$ cat src/rtl/status_branch_pkg.sv
// Shared encodings for the status/indirect branch unit:
// branch opcodes, FSM states and default timing constants.
package status_branch_pkg;

  typedef enum logic [2:0] {
    OP_NONE   = 3'b000,
    OP_BZ     = 3'b001,
    OP_BN     = 3'b010,
    OP_BV     = 3'b011,
    OP_BLEZAL = 3'b100,
    OP_BRV    = 3'b101,
    OP_JMXOR  = 3'b110,
    OP_RSVD   = 3'b111
  } br_op_e;

  typedef enum logic [1:0] {
    S_IDLE     = 2'd0,
    S_MEM_WAIT = 2'd1,
    S_LINK     = 2'd2
  } state_e;

  localparam int LINK_REG_DEF    = 31;
  localparam int MEM_TIMEOUT_DEF = 15;

endpackage

$ cat src/rtl/status_branch_if.sv
// Data-memory read port used by jmxor to fetch its target word.
// master = branch unit, slave = memory.
interface status_branch_if;
  logic        mem_req;
  logic [31:0] mem_addr;
  logic [31:0] mem_rdata;
  logic        mem_rvalid;

  modport master (
    output mem_req, mem_addr,
    input  mem_rdata, mem_rvalid
  );

  modport slave (
    input  mem_req, mem_addr,
    output mem_rdata, mem_rvalid
  );
endinterface

$ cat src/rtl/status_branch_cond.sv
// Branch condition decode: br_op plus ALU flags -> take.
// jmxor and none/reserved never report take here.
module status_branch_cond
  import status_branch_pkg::*;
(
  input  br_op_e op_i,
  input  logic   status_z_i,
  input  logic   status_n_i,
  input  logic   status_v_i,
  input  logic   norv_i,
  output logic   take_o
);

  // one-hot style decode of the taking condition
  always_comb begin
    take_o = 1'b0;
    unique case (1'b1)
      (op_i == OP_BZ):     take_o = status_z_i;
      (op_i == OP_BN):     take_o = status_n_i;
      (op_i == OP_BV):     take_o = status_v_i;
      (op_i == OP_BLEZAL): take_o = norv_i;
      (op_i == OP_BRV):    take_o = 1'b1;
      default:             take_o = 1'b0;
    endcase
  end

endmodule

$ cat src/rtl/status_branch_unit.sv
// Status-conditional and indirect branch resolution between EX and IF.
// Optional counters enabled by STATUS_BRANCH_STATS_EN.
module status_branch_unit
  import status_branch_pkg::*;
#(
  parameter int LINK_REG    = LINK_REG_DEF,
  parameter int MEM_TIMEOUT = MEM_TIMEOUT_DEF
) (
  input  logic        clk,
  input  logic        reset,
  input  logic        ex_valid,
  input  logic [2:0]  br_op,
  input  logic        link_en,
  input  logic [31:0] pc4,
  input  logic [31:0] br_target,
  input  logic [31:0] alu_sum,
  input  logic        statusZ,
  input  logic        statusN,
  input  logic        statusV,
  input  logic        zout,
  input  logic        nORv,
  status_branch_if.master mem,
  output logic [31:0] pc_next,
  output logic        pc_load,
  output logic        stall,
  output logic        link_we,
  output logic [4:0]  link_addr,
  output logic [31:0] link_data,
  output logic        br_fault
`ifdef STATUS_BRANCH_STATS_EN
  ,
  output logic [15:0] taken_cnt,
  output logic [7:0]  fault_cnt
`endif
);

  localparam logic [4:0] LINK_A  = 5'(LINK_REG);
  localparam logic [3:0] TO_LAST = 4'(MEM_TIMEOUT - 1);

  state_e      state_q;
  logic [31:0] pc_next_q;
  logic [31:0] addr_q;
  logic [31:0] link_q;
  logic        lnk_en_q;
  logic [3:0]  cnt_q;
  logic        fault_q;

  br_op_e      op;
  logic        take;
  logic        pc_load_d;
  logic [31:0] pc_next_d;
  logic        stall_d;
  logic        mem_req_d;
  logic [31:0] mem_addr_d;
  logic        timeout;
  logic        unused_zout;

  assign op          = br_op_e'(br_op);
  assign unused_zout = zout;

  status_branch_cond u_cond (
    .op_i       (op),
    .status_z_i (statusZ),
    .status_n_i (statusN),
    .status_v_i (statusV),
    .norv_i     (nORv),
    .take_o     (take)
  );

  assign timeout = (state_q == S_MEM_WAIT)
                 && !mem.mem_rvalid
                 && (cnt_q == TO_LAST);

  // same-cycle redirect, stall and memory request
  always_comb begin
    pc_load_d  = 1'b0;
    pc_next_d  = pc_next_q;
    stall_d    = 1'b0;
    mem_req_d  = 1'b0;
    mem_addr_d = addr_q;
    if (!reset) begin
      unique case (state_q)
        S_IDLE: begin
          if (ex_valid) begin
            if (op == OP_JMXOR) begin
              mem_req_d  = 1'b1;
              mem_addr_d = alu_sum;
              stall_d    = 1'b1;
            end else if (take) begin
              pc_load_d = 1'b1;
              pc_next_d = (op == OP_BRV)
                        ? alu_sum : br_target;
            end
          end
        end
        S_MEM_WAIT: begin
          stall_d   = 1'b1;
          mem_req_d = 1'b1;
          if (mem.mem_rvalid) begin
            pc_load_d = 1'b1;
            pc_next_d = mem.mem_rdata ^ addr_q;
          end
        end
        S_LINK: stall_d = 1'b1;
        default: ;
      endcase
    end
  end

  // FSM and latched operands
  always_ff @(posedge clk) begin
    if (reset) begin
      state_q   <= S_IDLE;
      pc_next_q <= '0;
      addr_q    <= '0;
      link_q    <= '0;
      lnk_en_q  <= 1'b0;
      cnt_q     <= '0;
      fault_q   <= 1'b0;
    end else begin
      if (pc_load_d) pc_next_q <= pc_next_d;
      unique case (state_q)
        S_IDLE: begin
          if (ex_valid) begin
            if (op == OP_JMXOR) begin
              addr_q   <= alu_sum;
              link_q   <= pc4;
              lnk_en_q <= link_en;
              cnt_q    <= '0;
              state_q  <= S_MEM_WAIT;
            end else if (take && link_en) begin
              link_q  <= pc4;
              state_q <= S_LINK;
            end
          end
        end
        S_MEM_WAIT: begin
          if (mem.mem_rvalid) begin
            state_q <= lnk_en_q ? S_LINK : S_IDLE;
          end else if (timeout) begin
            fault_q <= 1'b1;
            state_q <= S_IDLE;
          end else begin
            cnt_q <= cnt_q + 4'd1;
          end
        end
        S_LINK:  state_q <= S_IDLE;
        default: state_q <= S_IDLE;
      endcase
    end
  end

  assign pc_next      = pc_next_d;
  assign pc_load      = pc_load_d;
  assign stall        = stall_d;
  assign mem.mem_req  = mem_req_d;
  assign mem.mem_addr = mem_addr_d;
  assign link_we      = (state_q == S_LINK) && !reset;
  assign link_addr    = LINK_A;
  assign link_data    = link_q;
  assign br_fault     = fault_q;

`ifdef STATUS_BRANCH_STATS_EN
  logic [15:0] taken_q;
  logic [7:0]  fault_cnt_q;

  // saturating redirect and timeout counters
  always_ff @(posedge clk) begin
    if (reset) begin
      taken_q     <= '0;
      fault_cnt_q <= '0;
    end else begin
      if (pc_load_d && (taken_q != '1))
        taken_q <= taken_q + 16'd1;
      if (timeout && (fault_cnt_q != '1))
        fault_cnt_q <= fault_cnt_q + 8'd1;
    end
  end

  assign taken_cnt = taken_q;
  assign fault_cnt = fault_cnt_q;
`endif

endmodule

$ cat src/flat_wrapper.sv
// flat-port wrapper written by rule: the top's interface ports become plain ports
module status_branch_unit_flat import status_branch_pkg::*;
#(
  parameter int LINK_REG    = LINK_REG_DEF,
  parameter int MEM_TIMEOUT = MEM_TIMEOUT_DEF
)
  (clk, reset, ex_valid, br_op, link_en, pc4, br_target, alu_sum, statusZ, statusN, statusV, zout, nORv, pc_next, pc_load, stall, link_we, link_addr, link_data, br_fault, mem_mem_req, mem_mem_addr, mem_mem_rdata, mem_mem_rvalid);
  status_branch_if mem_i ();
  input  logic clk;
  input  logic reset;
  input  logic ex_valid;
  input  logic [2:0] br_op;
  input  logic link_en;
  input  logic [31:0] pc4;
  input  logic [31:0] br_target;
  input  logic [31:0] alu_sum;
  input  logic statusZ;
  input  logic statusN;
  input  logic statusV;
  input  logic zout;
  input  logic nORv;
  output logic [31:0] pc_next;
  output logic pc_load;
  output logic stall;
  output logic link_we;
  output logic [4:0] link_addr;
  output logic [31:0] link_data;
  output logic br_fault;
  output wire logic [$bits(mem_i.mem_req)-1:0] mem_mem_req;
  output wire logic [$bits(mem_i.mem_addr)-1:0] mem_mem_addr;
  input wire logic [$bits(mem_i.mem_rdata)-1:0] mem_mem_rdata;
  input wire logic [$bits(mem_i.mem_rvalid)-1:0] mem_mem_rvalid;
  assign mem_mem_req = mem_i.mem_req;
  assign mem_mem_addr = mem_i.mem_addr;
  assign mem_i.mem_rdata = mem_mem_rdata;
  assign mem_i.mem_rvalid = mem_mem_rvalid;
  status_branch_unit #(.LINK_REG(LINK_REG), .MEM_TIMEOUT(MEM_TIMEOUT)) u_core (.clk(clk), .reset(reset), .ex_valid(ex_valid), .br_op(br_op), .link_en(link_en), .pc4(pc4), .br_target(br_target), .alu_sum(alu_sum), .statusZ(statusZ), .statusN(statusN), .statusV(statusV), .zout(zout), .nORv(nORv), .mem(mem_i), .pc_next(pc_next), .pc_load(pc_load), .stall(stall), .link_we(link_we), .link_addr(link_addr), .link_data(link_data), .br_fault(br_fault));
endmodule
$ cat config.mk
export PLATFORM = sky130hd
export DESIGN_NAME = status_branch_unit_flat
export DESIGN_NICKNAME = d
export VERILOG_FILES = /design/src/rtl/status_branch_pkg.sv /design/src/rtl/status_branch_if.sv /design/src/rtl/status_branch_cond.sv /design/src/rtl/status_branch_unit.sv /design/src/flat_wrapper.sv
export SDC_FILE = /design/constraint.sdc
export NUM_CORES = 1
export LEC_CHECK = 0
export CAP_MARGIN = 25
export CELL_PAD_IN_SITES_DETAIL_PLACEMENT = 1
export CELL_PAD_IN_SITES_GLOBAL_PLACEMENT = 1
export CORE_ASPECT_RATIO = 0.8
export CORE_MARGIN = 1.5
export CORE_UTILIZATION = 33
export CTS_CLUSTER_SIZE = 16
export DETAILED_ROUTE_END_ITERATION = 10
export GPL_TIMING_DRIVEN = 0
export PLACE_DENSITY_LB_ADDON = 0.1
export SLEW_MARGIN = 25
export SYNTH_ARGS = -nofsm -noshare
export SYNTH_HDL_FRONTEND = slang
export SYNTH_SLANG_ARGS = --single-unit
$ cat constraint.sdc
create_clock -name clk -period 2.2 [get_ports clk]
set_input_delay 0.22 -clock clk [delete_from_list [all_inputs] [get_ports clk]]
set_output_delay 0.22 -clock clk [all_outputs]
set_load 0.05 [all_outputs]
[After elaboration in Yosys (flattened, before gate mapping)]
Cells that the tools add are included.
Storage, ports and cells
  flip-flop bits (word level): 104
  output and inout bits: 106
Cells by class
  reduce and logical (&&, ||, !) cells: 15
  bitwise gates (word level): 2
  mux-type cells: 38
  equality and inequality tests: 15
  $add $sub $neg: 1
Operators with widths (count)
  $mux W32: 12
  $pmux W32 S2: 1
  $xor A32 B32 Y32: 1
  $mux W4: 4
  $mux W2: 6
  $reduce_and A3 Y1: 4
  $eq A3 B3 Y1 const B: 3
  $mux W1: 9
  $pmux W4 S2: 1
  $eq A3 B2 Y1 const B: 2
  $ne A2 B2 Y1 const B: 3
  $pmux W1 S2: 3
  $pmux W1 S5: 1
  $reduce_and A5 Y1: 1
  $add A4 B1 Y4 const B: 1
  $eq A4 B4 Y1 const B: 1
  $logic_and A1 B1 Y1: 4
  $pmux W2 S2: 1
  $reduce_bool A2 Y1: 2
  $eq A3 B1 Y1 const B: 1
  $ne A3 B1 Y1 const B: 1
  $ne A3 B2 Y1 const B: 1
  $eq A2 B1 Y1 const B: 1
  $eq A2 B2 Y1 const B: 1
  other kinds (5): 6

[Depth between registers and ports, before layout]
Gate-level depths: netlist (run 1).
  depth after elaboration: 7
  gate-level depth with buffers: 8
  mapped depth without buffers: 6

[Modules after synthesis]
Synthesis (run 1) repeated with hierarchy kept, for this count alone.
Second synthesis, totals
  cell total of the unflattened synthesis: 616
  area total of the unflattened synthesis: 5470.2 sq um
By module, submodules not included
  status_branch_unit: area an instance 5435.2 sq um, instances 1, cells each 610, sequential area each 2082.0 sq um
  status_branch_cond: area an instance 35.0 sq um, instances 1, cells each 6, sequential area each 0.0 sq um

[Worst setup path after synthesis (run 1)]
No wires, ideal clock.
  path kind: register -> output
  start point: register u_core.state_q[1]
  end point: output port pc_next[0]
  setup slack: -0.270 ns
  path buffers: 2
  stages on the path, launching flop included: 9
  data required time: 1.980 ns
  data arrival time: 2.250 ns
  cells stage by stage: dfxtp_1 -> inv_1 -> ha_1 -> buf_2 -> nor2_1 -> nor2_1 -> nand4_1 -> buf_2 -> o221ai_1
Between the ends
  word-level cells in the longest chain between the ends: 3
  elaborated cells on any way between the ends: 4
  those cells by class: 1 x eq/ne; 2 x mux; 1 x reduce/logical
RTL lines
  start: declaration: RTL line status_branch_unit.sv:40  | state_e state_q;
  start signal: assignment: RTL line status_branch_unit.sv:139  | state_q <= lnk_en_q ? S_LINK : S_IDLE;
  $eq A2 B1 Y1 / $logic_not A2 Y1 (equally long branches): RTL line status_branch_unit.sv:82  | unique case (state_q)
  $pmux W32 S2 *: RTL line status_branch_unit.sv:82
  $mux W32 *: RTL line status_branch_unit.sv:81  | if (!reset) begin
  end: declaration: RTL line flat_wrapper.sv:22  | output logic [31:0] pc_next;
Every way passes the cells marked *; elsewhere a longest branch is shown, timed or not.

[Worst setup path after layout (run 1)]
  start point: register u_core.state_q[0]
  end point: output port mem_mem_addr[18]
Between the ends
  word-level cells in the longest chain between the ends: 3
RTL lines
  $logic_not A2 Y1: RTL line status_branch_unit.sv:82
  $mux W32
  $mux W32: RTL line status_branch_unit.sv:81
  end: declaration: RTL line flat_wrapper.sv:30  | output wire logic [$bits(mem_i.mem_addr)-1:0] mem_mem_addr;
Every way passes these cells.

==> impl_metrics.ini, run 1 <==
[run_status]
status = finished with violations
violations = setup timing

[die]
ioPinCount = 247
die_w_um = 162
rows = 46
die-area_um2 = 21100
fp.dieH_um = 130
initial_core_util = 0.337
coreArea_um2 = 19900

[clock_tree]
cts_tree = built
cts_buffers = 9
cts_hold_buf = 0
cts_sinks = 104
clk_latency_ps = 370
cts_buffer_depth = 2
root_buffer = clkbuf_16
clkTransAtPathRegs_ps = 80
htree_num_levels = 3

[setup_path]
reg2reg_slack_ps = 110
slowest_stage = dfxtp_4
rr_endpoint = u_core.addr_q[12]$_SDFF_PP0_
critPathTopFamily = buffers and inverters
worstRegToRegCells = 11
cp_cell_sequence = inv_4 > ha_4 > buf_8 > nand3_4 > nor2_4 > buf_6 > buf_6 > clkbuf_16 > mux2_4 > buf_8
reg2reg_from = u_core.state_q[0]$_SDFFE_PP0P_
critPathBufInv = 6
critPathRequiredTime_ps = 1980
worstSetupStartpointType = register
crit_path_end_kind = output port
critical_path_class = reg2out
max_stage_delay_ps = 360
cp_max_fo = 5
cp_data_arrival_time_ps = 2130

[detailed_routing]
avgRoutedWirePerCell_um = 19.5
detail_route.vias_per_cell = 5.16
drc_errors = 0
firstDrtPassIters = 4
drt-total-wl_mm = 26.3
routed-via-count = 6971
ant_nets = 0
first_iter_violations = 270

[timing]
hold_viol_final = 0
tightest_slew_ps = 727
relSlewSlack = 0.515
clock.fmax_mhz = 426
period_needed_ps = 2350
setup_tns_ps = -4690
setup_viol = 62
drv_slew = 0
post-route-period-util = 1.07
layout_setup_ws_ps = -147
rsz0062_at_grt = yes
skew_ps = 10.9

[global_routing]
grt_pass1_vias = 7008
antenna_found_initial = 0
grt_first_pass_wirelength_mm = 39.5
overflow = 0
track_usage = 0.241
grt_max_degree = 19

[synthesis]
ys_seq_area_frac = 0.311
synth.ff_latch_count = 104
synth_edf_count = 0
syn_inst = 799
yosys_warnings = 0
synth_top_area_share = 0.311
yosysTopAreaCell = dfxtp_1
ys_types = 50
synth-main-ff-cell = dfxtp_1
syn_area_per_cell_um2 = 8.37
synth_commonest_cells = nand2_1 (122), dfxtp_1 (104), mux2i_1 (96), a21oi_1 (74), nand2b_1 (46)
synth.area.top_cells = dfxtp_1 (31%), mux2i_1 (14%), nand2_1 (6.8%)
async_flop_share = 0
yosysMostFrequentCell = nand2_1
netlist_area_um2 = 6690

[hold_path]
hold_class = in2reg
min_from = pc4[27]
min_to = u_core.link_data[27]$_SDFFE_PP0P_
hold-path-cell-count = 3

[power]
power_leakage_uw = 0.00430
power_density_nw_per_um2 = 556
ir_drop_mv = 0.327

[place]
gp_congestion = 0.813
dp_hpwl_mm = 18.1
dpl.cell_count = 1305
port_buffers = 238
dpl_cell_area_um2 = 9420

[layout]
nNetsFinal = 1228
final_cells = 1350
layout-drive-gt1-share = 0.250
stdcell_area_um2 = 11100
antennaDiodeCount = 0
flow.area_growth_from_synthesis_pct = 66.5

[job]
cap_violations = 0
## per-stage QoR
stage,util,total power (uW),hold slack (ps),setup slack [ps]
3_3_place_gp,0.475,3960,446,-1180
4_1_cts,0.546,6130,387,-141
6_report,0.561,6190,402,-147
3_5_place_dp,0.475,3970,452,-1170
2_1_floorplan,-,3210,356,-270
5_1_grt,0.561,6430,399,-211
## report_power, final
part	leakage (uW)	total, uW	internal, uW	switching (uW)
logic	0.00329	2280	983	1300
registers	0.000846	2050	1980	71.8
clock network	0.000157	1860	1010	844
total	0.00430	6190	3980	2220
## registers in the layout, summed over array words and instances, names as in the netlist
signal,flops
u_core.addr_q,32
u_core.cnt_q,4
u_core.pc_next_q,32
u_core.link_data,32
u_core.lnk_en_q,1
u_core.state_q,2
u_core.br_fault,1
## cell usage in the layout (no fill, tap or decap), types with 32 or more instances in the layout
cell type,n
clkdlybuf4s50_1,167
nand2_1,119
dfxtp_1,102
mux2i_1,92
a21oi_1,72
nand2b_1,46
buf_4,46
buf_6,41
nor2_1,39
inv_1,36
xnor2_1,32
## timing repair
item,4_1_cts,5_1_grt
gates cloned,1,1
endpoints found under the setup margin,80,67
gates resized for setup,633,62
setup buffers,22,6
pin swaps,10,13
## metal layers
layer	routed length, um	global-route usage	vias to the layer above
met2	12400	0.391	178
li1	-	-	3371
met4	207	0.0475	0
met5	0	0	-
met1	12400	0.330	3404
met3	1330	0.0540	18
## area by class of cell
type / count / area (um2)
inverters: 39 / 156
well taps: 264 / 330
plain buffers: 68 / 549
clock inverters: 7 / 103
multi-input cells: 591 / 4900
repair buffers: 268 / 2790
flip-flops and latches: 104 / 2090
fillers: 2236 / 8710
clock buffers: 9 / 225
## tightest hold or removal path, stage by stage
cell	delay [ps]
clkdlybuf4s50_1	400
nand2_1	50
mux2i_1	50
## kinds of logic after synthesis
group           after synthesis  synth area share
simple gates                232             0.158
fa+ha+maj                     6            0.0112
mux                         129             0.200
flops                       104             0.311
xor+xnor                     32            0.0419
other cells                   1          0.000560
buf+inv                     108            0.0763
compound gates              187             0.202
## worst max-delay path by stage
stage          cells past startpoint  slack, ps               end                      startpoint
3_3_place_gp                       7      -1180       pc_next[17]                        br_op[2]
4_1_cts                           10       -140  mem_mem_addr[14]  u_core.state_q[1]$_SDFFE_PP0P_
2_1_floorplan                      8       -270        pc_next[0]  u_core.state_q[1]$_SDFFE_PP0P_
3_5_place_dp                       7      -1170        pc_next[1]                        br_op[2]
5_1_grt                           10       -210  mem_mem_addr[18]  u_core.state_q[0]$_SDFFE_PP0P_
6_report                          10       -150  mem_mem_addr[18]  u_core.state_q[0]$_SDFFE_PP0P_
(Power assumes the default switching activity.)
==> run 2, diff against run 1 <==
- CELL_PAD_IN_SITES_DETAIL_PLACEMENT: 1 -> 0
- CTS_CLUSTER_DIAMETER: unset -> 80
==> impl_metrics.ini, run 2 (synthesis gave the netlist of run 1 again) <==
[run_status]
status = finished with violations
violations = setup timing

[power]
power_density_nw_per_um2 = 533
ir_drop_mv = 0.394
power_leakage_uw = 0.00441

[place]
dp_hpwl_mm = 17.0
dpl.cell_count = 1305
dp_slack_ps = -1120
gp_congestion = 0.813
port_buffers = 238

[detailed_routing]
ant_nets = 0
drc_errors = 0
drt-total-wl_mm = 24.9
detail_route.vias_per_cell = 5.06
firstDrtPassIters = 5
first_iter_violations = 371
routed-via-count = 6868
avgRoutedWirePerCell_um = 18.3

[timing]
post-route-period-util = 1.07
hold_viol_final = 0
rsz0062_at_grt = yes
relSlewSlack = 0.521
clock.fmax_mhz = 425
layout_setup_ws_ps = -154
tightest_slew_ps = 718
period_needed_ps = 2350
whs_ps = 407
setup_viol = 62
skew_ps = 7.33
drv_slew = 0
setup_tns_ps = -7360

[clock_tree]
cts_tree = built
root_buffer = clkbuf_16
cts_sinks = 104
htree_num_levels = 3
cts_buffer_depth = 2
clkTransAtPathRegs_ps = 80
clk_latency_ps = 360
cts_buffers = 9

[setup_path]
critPathRequiredTime_ps = 1980
reg2reg_slack_ps = 200
slowest_stage = dfxtp_2
cp_cell_sequence = inv_2 > ha_4 > buf_8 > buf_4 > buf_4 > nand4_1 > buf_6 > clkbuf_16 > o221ai_4 > buf_6
cp_data_arrival_time_ps = 2130
critical_path_class = reg2out
crit_path_end_kind = output port
worstSetupStartpointType = register
cp_max_fo = 8
max_stage_delay_ps = 360

[layout]
flow.area_growth_from_synthesis_pct = 70.7
nNetsFinal = 1236
final_common_cell = clkdlybuf4s50_1
final_cell_mix = clkdlybuf4s50_1 (167), nand2_1 (121), dfxtp_1 (102)
antennaDiodeCount = 0
final_cells = 1358
layout-drive-gt1-share = 0.255

[job]
cap_violations = 0

[die]
initial_core_util = 0.337
ioPinCount = 247
coreArea_um2 = 19900
die-area_um2 = 21100
die_w_um = 162
fp.dieH_um = 130
rows = 46

[global_routing]
antenna_found_initial = 0
grt_max_degree = 19
grt_pass1_vias = 6622
overflow = 0
track_usage = 0.228
grt_first_pass_wirelength_mm = 37.4

[hold_path]
hold_class = in2reg
==> run 2: cell types whose count changed in the layout (fill, tap and decap cells not counted), moves of 4 or more <==
| cell | before | now |
|---|---|---|
| mux2_4 | 22 | 32 |
| buf_8 | 29 | 36 |
| mux2_1 | 5 | 0 |
| clkbuf_16 | 10 | 14 |
| buf_4 | 46 | 35 |
| mux2_2 | 5 | 0 |
| buf_6 | 41 | 46 |
==> run 2: repair_timing <==
| action | 4_1_cts | 5_1_grt |
|---|---|---|
| hold buffers | 0 | 0 |
| endpoints found under the setup margin | 68 | 68 |
| buffers inserted | 25 | 7 |
| resized for setup | 642 | 78 |
| pin swaps | 14 | 17 |
| cloned | 2 | 4 |
==> run 2: per-layer routing <==
layer	track usage	share of wire	wire, um
met1	0.327	0.47	11800
met2	0.352	0.46	11300
met3	0.0528	0.064	1580
met4	0.0416	0.0082	204
met5	0	0	0
==> run 2: layout make-up <==
class                      count  area, um2
inverter                      39        154
tap                          264        330
clock buffer                   9        225
fill                        1825       8430
sequential                   104       2080
clock inverter                 7       78.8
multi-input combinational    591       4970
buffer                        68        584
timing repair buffer         276       3000
==> run 2: through the flow <==
stage               power (uW)  area [um2]   util
global route              6340       11400  0.575
detailed placement        3960        9420  0.475
finish                    6090       11400  0.575
floorplan                 3210        6710      -
global placement          3960        9420  0.475
CTS                       5970       10900  0.546
==> run 2: critical path: cells and delay by family, from the launching register on <==
kind,cells,cell delay [ps]
AO/OA/AOI/OAI,1,110
adder cells (fa/ha/maj),1,160
buffers and inverters,7,1050
flip-flops,1,360
AND/OR/NAND/NOR,1,80
==> run 2: final timing paths <==
path,startpoint,endpoint,depth (start not counted)
setup / recovery,u_core.state_q[0]$_SDFFE_PP0P_,pc_next[9],10
hold / removal,pc4[27],u_core.link_data[27]$_SDFFE_PP0P_,3
setup reg to reg,u_core.state_q[0]$_SDFFE_PP0P_,u_core.link_data[28]$_SDFFE_PP0P_,9
hold reg to reg,u_core.lnk_en_q$_SDFFE_PP0P_,u_core.lnk_en_q$_SDFFE_PP0P_,2
==> run 2: where the power goes <==
part           switching [uW]  total (uW)  internal (uW)
clock network             819        1720            897
logic                    1300        2320           1020
registers                68.8        2050           1980
